==> src/rtl/wps_frame_player.sv <==
// wps_frame_player: polls a 256-bit config word, streams 1 bpp frames
// from DDR3 (or a generated checkerboard) as 24-bit pixels, then writes
// a done flag back to the config word.
// Ports: mem_clk/mem_rst (sync, active-high); ddr3_emif_* Avalon-MM read
// master; onchip_mem_* config word access at address 0; de_out,
// h_sync_out, v_sync_out, pix_data_out registered pixel stream.
module wps_frame_player #(
    parameter logic [23:0] PIX_ON  = 24'hFFFFFF,
    parameter logic [23:0] PIX_OFF = 24'h000000,
    parameter int          DDR_AW  = 22,
    parameter int          OCM_AW  = 13
) (
    input  logic              mem_clk,
    input  logic              mem_rst,
    input  logic              ddr3_emif_ready,
    input  logic [255:0]      ddr3_emif_read_data,
    input  logic              ddr3_emif_rddata_valid,
    output logic              ddr3_emif_read,
    output logic              ddr3_emif_write,
    output logic [DDR_AW-1:0] ddr3_emif_addr,
    output logic [255:0]      ddr3_emif_write_data,
    output logic [31:0]       ddr3_emif_byte_enable,
    output logic [4:0]        ddr3_emif_burst_count,
    output logic              onchip_mem_chip_select,
    output logic              onchip_mem_clk_ena,
    output logic [OCM_AW-1:0] onchip_mem_addr,
    output logic [31:0]       onchip_mem_byte_enable,
    output logic [255:0]      onchip_mem_write_data,
    output logic              onchip_mem_write,
    input  logic [255:0]      onchip_mem_read_data,
    output logic              h_sync_out,
    output logic              v_sync_out,
    output logic              de_out,
    output logic [23:0]       pix_data_out
);

    typedef enum logic [2:0] {
        S_IDLE, S_CFG_WAIT, S_CHECK, S_RD_REQ,
        S_RD_WAIT, S_SHIFT, S_GEN, S_WB
    } state_t;

    state_t        state_q, state_d;
    logic [255:0]  cfg_q, cfg_d;
    logic [255:0]  sreg_q, sreg_d;
    logic          cfg_wait_q, cfg_wait_d;
    logic [7:0]    bit_cnt_q, bit_cnt_d;
    logic [26:0]   word_idx_q, word_idx_d;
    logic [15:0]   h_cnt_q, h_cnt_d;
    logic [15:0]   v_cnt_q, v_cnt_d;
    logic [31:0]   frame_cnt_q, frame_cnt_d;
    logic          de_q, de_d;
    logic          hs_q, hs_d;
    logic          vs_q, vs_d;
    logic [23:0]   pix_q, pix_d;

    logic          pix_vld;
    logic          pix_bit;
    logic          h_last;
    logic          v_last;

    // Config word fields
    logic          start_play;
    logic          pattern_src;
    logic          play_done;
    logic [31:0]   to_send_frame;
    logic [15:0]   h_pix;
    logic [15:0]   v_line;
    logic [26:0]   total_words;

    assign start_play    = cfg_q[255];
    assign pattern_src   = cfg_q[254];
    assign play_done     = cfg_q[247];
    assign to_send_frame = cfg_q[223:192];
    assign h_pix         = cfg_q[159:144];
    assign v_line        = cfg_q[143:128];
    // total_byte/32; zero also means total_byte < 32
    assign total_words   = cfg_q[127:101];

    assign h_last = (h_cnt_q == h_pix - 16'd1);
    assign v_last = (v_cnt_q == v_line - 16'd1);

    always_comb begin
        state_d     = state_q;
        cfg_d       = cfg_q;
        sreg_d      = sreg_q;
        cfg_wait_d  = cfg_wait_q;
        bit_cnt_d   = bit_cnt_q;
        word_idx_d  = word_idx_q;
        h_cnt_d     = h_cnt_q;
        v_cnt_d     = v_cnt_q;
        frame_cnt_d = frame_cnt_q;
        pix_vld     = 1'b0;
        pix_bit     = 1'b0;

        case (state_q)
            S_IDLE: begin
                cfg_wait_d = 1'b0;
                state_d    = S_CFG_WAIT;
            end
            S_CFG_WAIT: begin
                // Read data lands two cycles after the IDLE address cycle
                cfg_wait_d = 1'b1;
                if (cfg_wait_q) begin
                    cfg_d   = onchip_mem_read_data;
                    state_d = S_CHECK;
                end
            end
            S_CHECK: begin
                if (start_play && !play_done) begin
                    word_idx_d  = '0;
                    h_cnt_d     = '0;
                    v_cnt_d     = '0;
                    frame_cnt_d = '0;
                    if (pattern_src)
                        state_d = S_GEN;
                    else if (total_words == '0 || to_send_frame == '0)
                        state_d = S_WB;
                    else
                        state_d = S_RD_REQ;
                end else begin
                    state_d = S_IDLE;
                end
            end
            S_RD_REQ: begin
                if (ddr3_emif_ready)
                    state_d = S_RD_WAIT;
            end
            S_RD_WAIT: begin
                if (ddr3_emif_rddata_valid) begin
                    sreg_d    = ddr3_emif_read_data;
                    bit_cnt_d = '0;
                    state_d   = S_SHIFT;
                end
            end
            S_SHIFT: begin
                pix_vld   = 1'b1;
                pix_bit   = sreg_q[255];
                sreg_d    = {sreg_q[254:0], 1'b0};
                bit_cnt_d = bit_cnt_q + 8'd1;
                if (bit_cnt_q == 8'd255) begin
                    word_idx_d = word_idx_q + 27'd1;
                    state_d = (word_idx_d == total_words) ? S_WB : S_RD_REQ;
                end
            end
            S_GEN: begin
                pix_vld = 1'b1;
                pix_bit = h_cnt_q[4] ^ v_cnt_q[4];
                if (h_last && v_last) begin
                    frame_cnt_d = frame_cnt_q + 32'd1;
                    if (frame_cnt_d >= to_send_frame)
                        state_d = S_WB;
                end
            end
            S_WB: begin
                state_d = S_IDLE;
            end
            default: begin
                state_d = S_IDLE;
            end
        endcase

        // Raster counters follow the pixel stream, independent of frame size
        if (pix_vld) begin
            if (h_last) begin
                h_cnt_d = '0;
                v_cnt_d = v_last ? 16'd0 : v_cnt_q + 16'd1;
            end else begin
                h_cnt_d = h_cnt_q + 16'd1;
            end
        end

        de_d  = pix_vld;
        hs_d  = pix_vld && (h_cnt_q == '0);
        vs_d  = pix_vld && (h_cnt_q == '0) && (v_cnt_q == '0);
        pix_d = pix_vld ? (pix_bit ? PIX_ON : PIX_OFF) : 24'd0;
    end

    always_ff @(posedge mem_clk) begin
        if (mem_rst) begin
            state_q     <= S_IDLE;
            cfg_q       <= '0;
            sreg_q      <= '0;
            cfg_wait_q  <= 1'b0;
            bit_cnt_q   <= '0;
            word_idx_q  <= '0;
            h_cnt_q     <= '0;
            v_cnt_q     <= '0;
            frame_cnt_q <= '0;
            de_q        <= 1'b0;
            hs_q        <= 1'b0;
            vs_q        <= 1'b0;
            pix_q       <= '0;
        end else begin
            state_q     <= state_d;
            cfg_q       <= cfg_d;
            sreg_q      <= sreg_d;
            cfg_wait_q  <= cfg_wait_d;
            bit_cnt_q   <= bit_cnt_d;
            word_idx_q  <= word_idx_d;
            h_cnt_q     <= h_cnt_d;
            v_cnt_q     <= v_cnt_d;
            frame_cnt_q <= frame_cnt_d;
            de_q        <= de_d;
            hs_q        <= hs_d;
            vs_q        <= vs_d;
            pix_q       <= pix_d;
        end
    end

    assign ddr3_emif_read  = !mem_rst && (state_q == S_RD_REQ);
    // Address is a function of state only, so it holds while ready=0
    assign ddr3_emif_addr  = (state_q == S_RD_REQ) ?
                             cfg_q[64 +: DDR_AW] + word_idx_q[DDR_AW-1:0] :
                             '0;
    assign ddr3_emif_write       = 1'b0;
    assign ddr3_emif_write_data  = '0;
    assign ddr3_emif_byte_enable = '1;
    assign ddr3_emif_burst_count = 5'd1;

    assign onchip_mem_chip_select = !mem_rst &&
                                    (state_q == S_IDLE || state_q == S_WB);
    assign onchip_mem_write       = !mem_rst && (state_q == S_WB);
    assign onchip_mem_write_data  = (state_q == S_WB) ?
                                    {1'b0, cfg_q[254:248], 1'b1, cfg_q[246:0]} :
                                    '0;
    assign onchip_mem_clk_ena      = 1'b1;
    assign onchip_mem_addr         = '0;
    assign onchip_mem_byte_enable  = '1;

    assign de_out       = de_q;
    assign h_sync_out   = hs_q;
    assign v_sync_out   = vs_q;
    assign pix_data_out = pix_q;

endmodule

==> config.mk <==
export PLATFORM = sky130hd
export DESIGN_NAME = wps_frame_player
export DESIGN_NICKNAME = d
export VERILOG_FILES = /design/src/rtl/wps_frame_player.sv
export SDC_FILE = /design/constraint.sdc
export NUM_CORES = 2
export LEC_CHECK = 0
export CORE_AREA = 2 2 455 457
export DETAILED_ROUTE_END_ITERATION = 12
export DIE_AREA = 0 0 457 459
export PLACE_DENSITY = 0.47
export SETUP_SLACK_MARGIN = 0.5
export SYNTH_ARGS = -nofsm -noshare
export SYNTH_HDL_FRONTEND = slang
export SYNTH_SLANG_ARGS = --single-unit
export TNS_END_PERCENT = 100
==> constraint.sdc <==
create_clock -name mem_clk -period 11.7 [get_ports mem_clk]
set_input_delay 2.925 -clock mem_clk [delete_from_list [all_inputs] [get_ports mem_clk]]
set_output_delay 2.925 -clock mem_clk [all_outputs]
set_load 0.01 [all_outputs]
==> flow_metrics.py <==
metrics = {
    "outcome": {
        "outcome": "complete, no violations",
    },
    "setup_path": {
        "reg2reg_from": "frame_cnt_q[10]",
        "cp-start-kind": "primary input",
        "cp_slowest_cell": "buf_4",
        "crit_path_cell_trace": "buf_8 -> buf_4 -> nor2_1 -> clkdlybuf4s50_1",
        "crit_type": "primary input to primary output",
        "crit_required_ns": 8.78,
        "cp.arrival_ns": 4.52,
        "cp_top_family": "buffers and inverters",
        "cpPeakStageDelay_ns": 0.58,
        "critPathMaxFanout": 53,
        "critPathLaunch": "mem_rst",
        "crit_path_end_kind": "primary output",
        "critPathBufInv": 3,
    },
    "grt": {
        "grt-ovfl-total": 0,
        "grt_pass1_vias": 30110,
        "grt_pass1_wl_um": 215300,
        "grtUsageTotal_pct": 13.85,
        "antenna_found_initial": 55,
        "grt_max_degree": 203,
    },
    "floorplanning": {
        "die_w_um": 457,
        "rows": 167,
        "io_pins": 1164,
        "initial_core_util_pct": 15.80,
        "fp.dieArea_um2": 209800,
        "die_h_um": 459,
        "core_um2": 205600,
    },
    "sta": {
        "hold_viol_final": 0,
        "period_needed_ns": 7.446,
        "slew_viol_final": 0,
        "rsz0062_at_grt": "false",
        "holdWs_ns": 0.4490,
        "final.period_utilization_pct": 63.64,
        "clock.fmax_mhz": 134.3,
        "setup_viol": 0,
        "relSlewSlack_pct": 23.54,
        "clock_skew_ns": 0.05600,
        "finalSetupTns_ns": 0,
        "tightest_slew_ns": 1.147,
    },
    "final_layout": {
        "finish.utilization_pct": 21.72,
        "syn_to_final_growth_pct": 37.48,
        "fin_area_um2": 44650,
        "fillers": 22760,
        "layout-drive-gt1-share_pct": 4.190,
        "fin_nets": 5381,
    },
    "clock_network": {
        "cts_num_sinks": 619,
        "htree_levels": 3,
        "ctsResizeCount": 0,
        "clockBufferDepth": 3,
        "tritoncts": "yes",
        "worst_skew_pair.late_latency_ns": 0.71,
        "cts_hold_buffers": 0,
        "numCtsBuffers": 82,
        "post-cts-setup-buffers": 0,
        "clk_pin_slew_ns": 0.06,
        "cts-root-buf": "clkbuf_16",
    },
    "drt": {
        "via_per_inst": 4.163,
        "firstDrtPassIters": 5,
        "drc_errors": 0,
        "drt_iter0_drc": 2329,
        "antenna_left": 0,
        "wl_per_cell_um": 20.14,
        "vias": 31590,
        "wl_um": 152800,
    },
    "yosys": {
        "syn_area_per_cell_um2": 7.728,
        "ys_warn_count": 0,
        "ys_ff_latch": 619,
        "synthFlopType": "dfxtp_1",
        "netlist_area_um2": 32480,
        "synth_cell_types": 76,
        "async_flop_share_pct": 0,
        "syn_inst": 4203,
        "ys_seq_area_share_pct": 38.15,
        "synth_edf_count": 0,
    },
    "placed_design": {
        "dpl-instance-area_um2": 41830,
        "dp_hpwl_um": 113100,
        "io_buffers": 822,
        "gp_congestion": 0.8454,
    },
    "power": {
        "p_leak_uw": 0.01521,
        "p_per_area_nw_per_um2": 144.5,
        "ir_drop_v": 0.0001042,
        "power_uw": 6454,
    },
    "hold_path": {
        "hold_class": "flop to flop",
        "hold_start": "cfg_q[11]",
    },
    "run": {
        "drv_cap": 0,
    },
}
==> per-stage QoR <==
stage,setup slack [ns],std cells
finish,4.254,7589
global route,4.031,7580
CTS,4.186,7573
detailed placement,4.182,7422
global placement,4.188,7422
floorplan,4.885,4542
==> layout make-up <==
cell class / instances / area (um^2) / area share (%)
multi-input combinational: 3174 / 17190 / 38.49
clock inverter: 35 / 474.2 / 1.062
antenna: 16 / 40.04 / 0.08967
tap: 2704 / 3383 / 7.577
sequential: 619 / 12390 / 27.75
inverter: 58 / 232.7 / 0.5212
clock buffer: 116 / 2310 / 5.173
timing repair buffer: 867 / 8633 / 19.33
==> placed cells by master, fill, tap and decap left out, types with 39 or more instances in the layout <==
master and n:
clkbuf_16 82, xnor2_1 88, inv_1 56, a21oi_1 622, and3_1 39, conb_1 341, ha_1 62, nand2_1 877
nor2_1 165, and2_1 225, dfxtp_1 619, xor2_1 42, clkdlybuf4s50_1 821, nand3_1 73, o21ai_0 66, o221ai_1 255
buf_4 40
==> worst min-delay path: stages (launching register included) <==
cell,delay (ns)
dfxtp_1,0.30
nand2_1,0.05
a21oi_1,0.05
==> flip-flops by register name, summed over array words and instances, names as in the netlist <==
signal,flops
bit_cnt_q,8
cfg_q,256
cfg_wait_q,1
de_out,1
frame_cnt_q,32
h_cnt_q,16
h_sync_out,1
pix_data_out,1
sreg_q,256
state_q,3
v_cnt_q,16
v_sync_out,1
word_idx_q,27
==> cell families after synthesis <==
family | synth area share, %
AOI/OAI and AO/OA | 20.22
xor gates and xnor gates | 3.506
adders and majority gates | 2.450
buffers and inverters | 12.96
DFF | 38.15
muxes | 0.4083
other | 0.02312
and+or+nand+nor | 22.28
==> cell usage after synthesis (28+ instances only) <==
master / number / area share, %
a21oi_1: 622 / 9.6
clkbuf_1: 311 / 3.6
dfxtp_1: 619 / 38
nor2_1: 165 / 1.9
and3_1: 39 / 0.75
nor4_1: 33 / 0.64
nand4_1: 29 / 0.56
inv_1: 57 / 0.66
xnor2_1: 88 / 2.4
a31oi_1: 28 / 0.54
ha_1: 62 / 2.4
o21ai_0: 66 / 1.0
buf_4: 368 / 8.5
nor3_1: 33 / 0.51
nand3_1: 74 / 1.1
nand2_1: 877 / 10
and2_1: 226 / 4.4
xor2_1: 42 / 1.1
o221ai_1: 255 / 6.9
==> worst paths after layout <==
path / depth (start not counted) / endpoint / slack (ns)
max: 4 / onchip_mem_write / 4.25
max reg2reg: 15 / state_q[2] / 6.14
min reg2reg: 2 / cfg_q[11] / 0.45
min: 2 / cfg_q[11] / 0.45
==> power by group <==
| part | internal [uW] | switching [uW] | total [uW] |
|---|---|---|---|
| clock | 1510 | 1120 | 2630 |
| sequential | 2290 | 164 | 2450 |
| combinational | 460 | 911 | 1370 |
==> layer usage <==
layer / part of all wire (%) / vias to the layer above / global-route usage [%] / routed length (um)
met5: 0.17 / - / 0 / 263
met4: 2.2 / 38 / 3.846 / 3399
met3: 8.5 / 196 / 4.355 / 12970
met2: 46 / 1175 / 22.93 / 71030
met1: 43 / 15140 / 17.20 / 65140
li1: - / 15050 / - / -
No activity file was read; power rests on OpenSTA's default activity.
